===== src/rtl/alu_arbiter.sv =====
// alu_arbiter: shares one registered 32-bit ALU between two valid/ready requesters.
// Round-robin by default; define ALU_ARB_FIXED_PRIO_EN to give requester 0 fixed priority.
module alu_arbiter #(
    parameter int ALU_LAT = 1
) (
    input  logic        clk,
    input  logic        rst_n,
    input  logic [1:0]  req_valid,
    output logic [1:0]  req_ready,
    input  logic [63:0] req_src1,
    input  logic [63:0] req_src2,
    input  logic [7:0]  req_op,
    output logic        rsp_valid,
    input  logic        rsp_ready,
    output logic        rsp_id,
    output logic [31:0] rsp_result,
    output logic        rsp_zero,
    output logic        rsp_cout,
    output logic        rsp_overflow,
    output logic [31:0] alu_src1,
    output logic [31:0] alu_src2,
    output logic [3:0]  alu_ctrl,
    input  logic [31:0] alu_result,
    input  logic        alu_zero,
    input  logic        alu_cout,
    input  logic        alu_overflow,
    output logic        busy
);

    typedef enum logic [1:0] {
        IDLE = 2'd0,
        EXEC = 2'd1,
        RESP = 2'd2
    } state_t;

    localparam logic [3:0] LAT_INIT = 4'(ALU_LAT);

    state_t     state;
    state_t     state_next;
    logic [3:0] cnt;
    logic       op_id;
    logic       grant;
    logic       grant_valid;
`ifndef ALU_ARB_FIXED_PRIO_EN
    logic       last_grant;
`endif

    // A lone valid requester always wins; a conflict goes to the one not served last.
    always_comb begin
        grant       = 1'b0;
        grant_valid = |req_valid;
        if (req_valid == 2'b11) begin
`ifdef ALU_ARB_FIXED_PRIO_EN
            grant = 1'b0;
`else
            grant = ~last_grant;
`endif
        end else begin
            grant = req_valid[1];
        end
    end

    always_comb begin
        state_next = state;
        req_ready  = 2'b00;
        case (state)
            IDLE: begin
                if (grant_valid) begin
                    req_ready[grant] = 1'b1;
                    state_next       = EXEC;
                end
            end
            EXEC: begin
                if (cnt == 4'd1) begin
                    state_next = RESP;
                end
            end
            RESP: begin
                if (rsp_ready) begin
                    state_next = IDLE;
                end
            end
            default: state_next = IDLE;
        endcase
    end

    assign busy = (state != IDLE);

    // ALU operands stay frozen from the accept edge until the next accepted request.
    always_ff @(posedge clk) begin
        if (!rst_n) begin
            state        <= IDLE;
            cnt          <= '0;
            op_id        <= 1'b0;
            rsp_valid    <= 1'b0;
            rsp_id       <= 1'b0;
            rsp_result   <= '0;
            rsp_zero     <= 1'b0;
            rsp_cout     <= 1'b0;
            rsp_overflow <= 1'b0;
            alu_src1     <= '0;
            alu_src2     <= '0;
            alu_ctrl     <= '0;
        end else begin
            state <= state_next;
            case (state)
                IDLE: begin
                    if (grant_valid) begin
                        alu_src1 <= grant ? req_src1[63:32] : req_src1[31:0];
                        alu_src2 <= grant ? req_src2[63:32] : req_src2[31:0];
                        alu_ctrl <= grant ? req_op[7:4] : req_op[3:0];
                        op_id    <= grant;
                        cnt      <= LAT_INIT;
                    end
                end
                EXEC: begin
                    cnt <= cnt - 4'd1;
                    if (cnt == 4'd1) begin
                        rsp_valid    <= 1'b1;
                        rsp_id       <= op_id;
                        rsp_result   <= alu_result;
                        rsp_zero     <= alu_zero;
                        rsp_cout     <= alu_cout;
                        rsp_overflow <= alu_overflow;
                    end
                end
                RESP: begin
                    if (rsp_ready) begin
                        rsp_valid <= 1'b0;
                    end
                end
                default: ;
            endcase
        end
    end

`ifndef ALU_ARB_FIXED_PRIO_EN
    always_ff @(posedge clk) begin
        if (!rst_n) begin
            last_grant <= 1'b1;
        end else if (state == IDLE && grant_valid) begin
            last_grant <= grant;
        end
    end
`endif

endmodule

===== config.mk =====
export PLATFORM = sky130hd
export DESIGN_NAME = alu_arbiter
export DESIGN_NICKNAME = d
export VERILOG_FILES = /design/src/rtl/alu_arbiter.sv
export SDC_FILE = /design/constraint.sdc
export NUM_CORES = 1
export LEC_CHECK = 0
export CORE_MARGIN = 2
export CORE_UTILIZATION = 40
export DETAILED_ROUTE_END_ITERATION = 8
export PLACE_DENSITY = 0.95
export SETUP_SLACK_MARGIN = 0.02
export SYNTH_ARGS = -nofsm -noshare
export SYNTH_HDL_FRONTEND = slang
export SYNTH_SLANG_ARGS = --single-unit

===== constraint.sdc =====
create_clock -name clk -period 3.4 [get_ports clk]
set_input_delay 0.34 -clock clk [delete_from_list [all_inputs] [get_ports clk]]
set_output_delay 0.34 -clock clk [all_outputs]
set_load 0.02 [all_outputs]

==> run summary, run 1 <==
Endpoint type of the worst setup path -> output pin
RSZ-0062 raised after global routing -> false
DIE HEIGHT -> 112 um
Post-cts gate resize count -> 0
DRC Markers -> 0
Detail Route Antenna Nets -> 0
WHS Path Cells -> 2
Dominant cells by area after synthesis -> dfxtp_1 (49%), nand2_1 (13%), a21boi_1 (7.8%), a22oi_1 (7.0%), a21boi_0 (6.5%)
Worst Max-Slew Pin Slew -> 0.653 ns
Yosys reg bits -> 113
Crit-path slowest cell -> clkdlybuf4s50_1
# nets final -> 975
Initial DRC Count -> 312
Vias per cell -> 5.02
Initial antenna violation count -> 0
Diodes inserted -> 0
Filler instances -> 896
Detailed Route WL -> 14.5 mm
Post-synth top area share -> 0.489
Lkg Pwr -> 2.94 nW
DP HPWL -> 10.3 mm
Reg clk slew, reported paths -> 0.05 ns
Comb pwr share -> 0.248
Grt met1 use -> 0.262
Worst endpoint data arrival time -> 1.98 ns
Total grt overflow -> 0
GR Util met2 -> 0.420
Post-CTS Setup Bufs -> 0
CTS tree -> built
Max_cap viols -> 0
Critical path cell sequence -> or2_1, nor3_4, clkdlybuf4s50_1
Final core occ -> 0.707
Sw power -> 0.00120 W
DR WL/cell -> 15.3 um
Worst vdd ir -> 0.452 mV
GRT busiest layer -> met2
CTS sink count -> 113
Largest stage delay, worst path -> 0.64 ns
HP Start -> rst_n
Ratio of final minimum period to clock period -> 0.684
Switching Share -> 0.276
Register area share after synthesis -> 0.489
Syn_area_per_cell -> 8.74 um2
Num CTS Buffers -> 17
Placed cell areas -> 7470 um2
Number of port buffers -> 283
Clock Path Buffers -> 2
Worst setup SP type -> register
Largest area contributor in the netlist -> dfxtp_1
Reg-to-Reg Start -> state[0]$_SDFFE_PN0P_
Syn Std Cell Area -> 4630 um2
First-pass GRT wire length -> 23.7 mm
RR Endpoint -> alu_src2[25]$_SDFFE_PN0P_
Required @ worst endpoint -> 3.06 ns
CTS Hold Bufs -> 0
# setup viols final -> 0
Design area -> 8040 um2
Critical path class -> reg2out
Layout overhead on the synthesized area -> 73.7%
Tmin final -> 2.32 ns
Worst Hold Path EP -> last_grant$_SDFFE_PN1P_
First-pass iteration count of the detailed router -> 4
Int Pwr -> 0.00315 W
Worst skew pair latency -> 0.39 ns
Clock power share -> 0.398
Largest net degree at the start of global routing -> 55
Htree depth -> 4
Layout cells sized above 1 -> 0.0631
Mapped Nets -> 708
Yosys cell types -> 32
Core Rows -> 39
Reg power frac -> 0.354
CP Max Fanout -> 6
Synth warn -> 0
Pwr dens -> 541 nW/um2
Die W -> 112 um
GR Util All Layers -> 0.233
Final Max Slew Viols -> 0
Outcome -> complete, no violations
Relative slew margins -> 0.565
IO Pins -> 284
Mapped Cells -> 530
Grt met3 use -> 0.0561
Placer Congestion -> 0.809
HP Class -> in2reg
Vias in the first global route -> 4842
Final Hold Fails -> 0
Initial Util -> 0.407
Flop2flop setup slack -> 1.44 ns
Root Buffer -> clkbuf_16
Die Area -> 12500 um2
Worst Skew -> 0.0116 ns
DR vias -> 4772
Core Region -> 11400 um2
Fmax -> 0.430 GHz
R2R depth -> 5
Setup TNS Final -> 0 ns
[area by class of cell]
| type | count | area [um2] | share of cell area |
|---|---|---|---|
| repair buffers | 292 | 2900 | 0.360 |
| well taps | 143 | 179 | 0.0222 |
| inverters | 2 | 7.51 | 0.000933 |
| clock buffers | 19 | 433 | 0.0538 |
| flip-flops and latches | 113 | 2260 | 0.281 |
| clock inverters | 11 | 141 | 0.0176 |
| multi-input cells | 371 | 2120 | 0.264 |
[registers in the layout (all words and copies together), names as in the netlist]
signal and count:
alu_src2 32, alu_ctrl 4, rsp_overflow 1, state 2
op_id 1, last_grant 1, rsp_zero 1, rsp_valid 1
alu_src1 32, rsp_id 1, rsp_result 32, rsp_cout 1
cnt 4
[cells in the mapped netlist]
master      n
clkbuf_1   18
o21a_1      1
nand3b_1    1
ha_1        2
nand2_1   164
nand3_1     1
nor2b_1     2
inv_1       2
nand2b_1    1
a22oi_1    43
a21bo_2     1
or2_1       2
a21boi_2    1
o22ai_1     1
nor3_4      1
o21ai_0    20
nor2_1      4
a22oi_2     7
a31oi_1    18
buf_6       7
and3_1      1
nor4_1      1
buf_2      18
buf_4       1
and2_1      3
mux2i_1     1
nor3b_1     2
a21oi_1     4
dfxtp_1   113
a21boi_0   40
nor2_2      1
a21boi_1   48
[critical path, delay by kind of cell, from the launching register on]
family	cells	cell delay [ns]
buffers and inverters	1	0.64
flip-flops	1	0.33
AND/OR/NAND/NOR	2	0.62
[how the worst max path moves through the flow]
stage / startpoint / endpoint / slack (ns) / cells past startpoint
finish: state[1]$_SDFFE_PN0P_ / req_ready[0] / 1.08 / 3
global route: state[1]$_SDFFE_PN0P_ / req_ready[0] / 1.00 / 3
CTS: state[1]$_SDFFE_PN0P_ / req_ready[0] / 1.06 / 3
detailed placement: req_valid[0] / alu_src2[25]$_SDFFE_PN0P_ / 1.05 / 6
global placement: req_valid[1] / req_ready[1] / 1.13 / 4
floorplan: state[1]$_SDFFE_PN0P_ / alu_src1[10]$_SDFFE_PN0P_ / 1.86 / 7
[layer usage]
metal	vias up	share of wire
li1	2359	-
met1	2191	0.40
met2	190	0.51
met3	32	0.059
met4	0	0.029
met5	-	0
[layout by cell type, fill, tap and decap left out, types with 2 or more instances in the layout]
cell / netlist / layout
a21boi_0: 40 / 40
a21boi_1: 48 / 48
a21oi_1: 4 / 4
a22oi_1: 43 / 43
a22oi_2: 7 / 7
a31oi_1: 18 / 18
and2_1: 3 / 3
buf_4: 1 / 9
bufinv_16: 0 / 3
clkbuf_1: 18 / 2
clkbuf_16: 0 / 17
clkdlybuf4s50_1: 0 / 282
clkinv_2: 0 / 4
clkinvlp_4: 0 / 3
dfxtp_1: 113 / 113
ha_1: 2 / 2
inv_1: 2 / 2
nand2_1: 164 / 164
nor2_1: 4 / 3
nor2b_1: 2 / 2
nor3b_1: 2 / 2
o21ai_0: 20 / 20
[power groups by stage]
stage	logic (W)	clock network [W]	registers, W
after floorplan	0.000404	0	0.00171
after global placement	0.00107	0	0.00156
after CTS	0.00109	0.00177	0.00154
after global routing	0.00117	0.00184	0.00156
final	0.00108	0.00173	0.00154
after detailed placement	0.00108	0	0.00157
[stage by stage]
step / instances / hold WS [ns] / power (W) / worst slack, ns
final: 951 / 0.373 / 0.00435 / 1.08
after global routing: 951 / 0.410 / 0.00456 / 1.00
after CTS: 951 / 0.359 / 0.00440 / 1.06
after detailed placement: 921 / 0.455 / 0.00265 / 1.05
after global placement: 921 / 0.449 / 0.00263 / 1.13
after floorplan: 530 / 0.441 / 0.00212 / 1.86
[cell families after synthesis]
family | after synthesis | share of synthesized area
compound gates | 184 | 0.289
mux | 1 | 0.00216
flops | 113 | 0.489
fa+ha+maj | 2 | 0.00540
simple gates | 184 | 0.160
buf+inv | 46 | 0.0543
No activity file was read; power rests on OpenSTA's default activity.
==> run 2, diff against run 1 <==
--- a/config.mk
+++ b/config.mk
@@ -6,9 +6,9 @@
 export NUM_CORES = 1
 export LEC_CHECK = 0
 export CORE_MARGIN = 2
-export CORE_UTILIZATION = 40
+export CORE_UTILIZATION = 37
 export DETAILED_ROUTE_END_ITERATION = 8
-export PLACE_DENSITY = 0.95
+export PLACE_DENSITY = 0.89
 export SETUP_SLACK_MARGIN = 0.02
 export SYNTH_ARGS = -nofsm -noshare
 export SYNTH_HDL_FRONTEND = slang
==> constraint.sdc (replaced) <==
create_clock -name clk -period 2.3 [get_ports clk]
set_input_delay 0.23 -clock clk [delete_from_list [all_inputs] [get_ports clk]]
set_output_delay 0.23 -clock clk [all_outputs]
set_load 0.02 [all_outputs]
==> run 2 against run 1 <==
Compared with the run above:
- register-to-register slack got worse by 1.0 ns
- global-route usage down 0.80 points
- die area is 7.8% higher
- largest cell class unchanged
- sequential power grew 48%
- first-iteration DRC count down 1.6%
- utilization shrank 3.5 points
- final cell count increased by 2.9%
- clock-buffer cell count is 7 higher
- largest power group unchanged
- clock skew shrank 0.0043 ns
- power grew 49%
- via count fell by 0.34%
==> run summary, run 2 (synthesis gave the netlist of run 1 again) <==
Layout cells sized above 1 -> 0.0641 (+0.00100)
CTS tree -> built
Comb pwr share -> 0.252 (+0.004)
Max_cap viols -> 0 (unchanged)
Top Registers -> alu_src1 (32), alu_src2 (32), rsp_result (32)
Initial antenna violation count -> 0 (unchanged)
Slack of the critical path -> 0.159 ns (-0.917 ns)
Critical path class -> reg2out
Core Region -> 12100 um2 (+6.5%)
Final Max Slew Viols -> 0 (unchanged)
Commonest cells after routing, fill and taps aside -> clkdlybuf4s50_1 (281), nand2_1 (164), dfxtp_1 (113)
DR WL/cell -> 15.3 um (+0.24%)
Num CTS Buffers -> 17 (unchanged)
Sw power -> 0.00175 W (+45%)
Die W -> 116 um (+3.8%)
Final Hold Fails -> 0 (unchanged)
Reg power frac -> 0.353 (about the same)
Root Buffer -> clkbuf_16
Clock Path Buffers -> 2 (unchanged)
Relative slew margins -> 0.579 (+0.0141)
Switching Share -> 0.270 (-0.00600)
Worst Skew -> 0.00733 ns (-0.00430 ns)
Worst hold margin -> 0.283 ns (-0.0896 ns)
Setup TNS Final -> 0 ns (unchanged)
HP Class -> in2reg
CTS sink count -> 113 (unchanged)
Required @ worst endpoint -> 2.07 ns (-0.99 ns)
Initial DRC Count -> 307 (-1.6%)
DRC Markers -> 0 (unchanged)
Vias in the first global route -> 4868 (+0.54%)
Worst Max-Slew Pin Slew -> 0.631 ns (-0.0212 ns)
DP HPWL -> 10.7 mm (+3.9%)
Clock power share -> 0.396 (-0.002)
DIE HEIGHT -> 116 um (+3.8%)
Endpoint type of the worst setup path -> output pin
Post-Place Setup Slack -> 0.248 ns (-0.804 ns)
# nets final -> 977 (+0.21%)
Total grt overflow -> 0 (unchanged)
Worst vdd ir -> 0.528 mV (+17%)
Placer Congestion -> 0.760 (-6.1%)
Reg clk slew, reported paths -> 0.05 ns (about the same)
First-pass GRT wire length -> 23.4 mm (-0.88%)
Detailed Route WL -> 15.0 mm (+3.2%)
Int Pwr -> 0.00472 W (+50%)
Lkg Pwr -> 2.99 nW (+1.5%)
Fmax -> 0.467 GHz
Detail Route Antenna Nets -> 0 (unchanged)
GR Util All Layers -> 0.225 (-0.00802)
First-pass iteration count of the detailed router -> 4 (unchanged)
Core Rows -> 40 (+2.6%)
Number of port buffers -> 283 (unchanged)
WHS Path Cells -> 3 (+1)
Most common cell after layout, fill and taps aside -> clkdlybuf4s50_1
Outcome -> complete, no violations
RSZ-0062 raised after global routing -> false
Die Area -> 13400 um2 (+7.8%)
Worst skew pair latency -> 0.40 ns (about the same)
Filler instances -> 973 (+8.6%)
IO Pins -> 284 (unchanged)
Initial Util -> 0.382 (-0.0250)
# setup viols final -> 0 (unchanged)
CP Max Fanout -> 6 (unchanged)
R2R depth -> 5 (unchanged)
Htree depth -> 4 (unchanged)
CTS Hold Bufs -> 0 (unchanged)
Largest net degree at the start of global routing -> 53 (-3.6%)
Tmin final -> 2.14 ns
Worst endpoint data arrival time -> 1.91 ns (-0.07 ns)
Layout overhead on the synthesized area -> 76.0%
Pwr dens -> 794 nW/um2 (+47%)
Worst setup SP type -> register
DR vias -> 4756 (-0.34%)
Diodes inserted -> 0 (unchanged)
Post-CTS Setup Bufs -> 0 (unchanged)
Ratio of final minimum period to clock period -> 0.931
Vias per cell -> 4.86 (-3.2%)
## run 2: area by class of cell
cell class / count / area, um2 / share of cell area
Clock buffer: 26 / 509 / 0.0625
Clock inverter: 5 / 75.1 / 0.00921
Inverter: 2 / 7.51 / 0.000921
Multi-Input combinational cell: 371 / 2120 / 0.261
Sequential cell: 113 / 2260 / 0.278
Tap cell: 168 / 210 / 0.0258
Timing Repair Buffer: 294 / 2960 / 0.363
## run 2: path summary, 6_finish.rpt
path	to	start	slack, ns
min reg2reg	rsp_id$_SDFFE_PN0P_	op_id$_SDFFE_PN0P_	0.46
max	req_ready[1]	state[1]$_SDFFE_PN0P_	0.16
max reg2reg	alu_src2[17]$_SDFFE_PN0P_	state[1]$_SDFFE_PN0P_	0.40
min	alu_src1[13]$_SDFFE_PN0P_	rst_n	0.28
## run 2: stage by stage
| step | std cells | power (W) | cell area, um2 | utilization |
|---|---|---|---|---|
| final | 979 | 0.00647 | 8150 | 0.673 |
| after global routing | 979 | 0.00678 | 8150 | 0.673 |
| after global placement | 948 | 0.00392 | 7560 | 0.625 |
| after CTS | 979 | 0.00654 | 8150 | 0.673 |
| after detailed placement | 948 | 0.00395 | 7560 | 0.625 |
| after floorplan | 530 | 0.00313 | 4630 | - |
## run 2: power groups by stage
stage / Sequential [W] / Clock, W / Combinational, W
3_3_place_gp: 0.00231 / 0 / 0.00161
6_report: 0.00228 / 0.00256 / 0.00163
2_1_floorplan: 0.00253 / 0 / 0.000597
5_1_grt: 0.00230 / 0.00271 / 0.00176
3_5_place_dp: 0.00232 / 0 / 0.00163
4_1_cts: 0.00228 / 0.00262 / 0.00164
## run 2: per-layer routing
metal / vias to the layer above / GRT usage / part of all wire
met3: 28 / 0.0821 / 0.085
met2: 208 / 0.414 / 0.52
met4: 0 / 0.0889 / 0.022
li1: 2368 / - / -
met1: 2152 / 0.231 / 0.37
met5: - / 0 / 0
## run 2: worst max-delay path, stage by stage, from the launching register on
cell             delay [ns]
dfxtp_1                0.33
or2_1                  0.39
nor2_4                 0.16
clkdlybuf4s50_1        0.62
## run 2: repair_timing
action                                 CTS  global route
setup endpoints to repair                1             0
gates resized for setup                  1             0
endpoints found under the hold margin    0             0
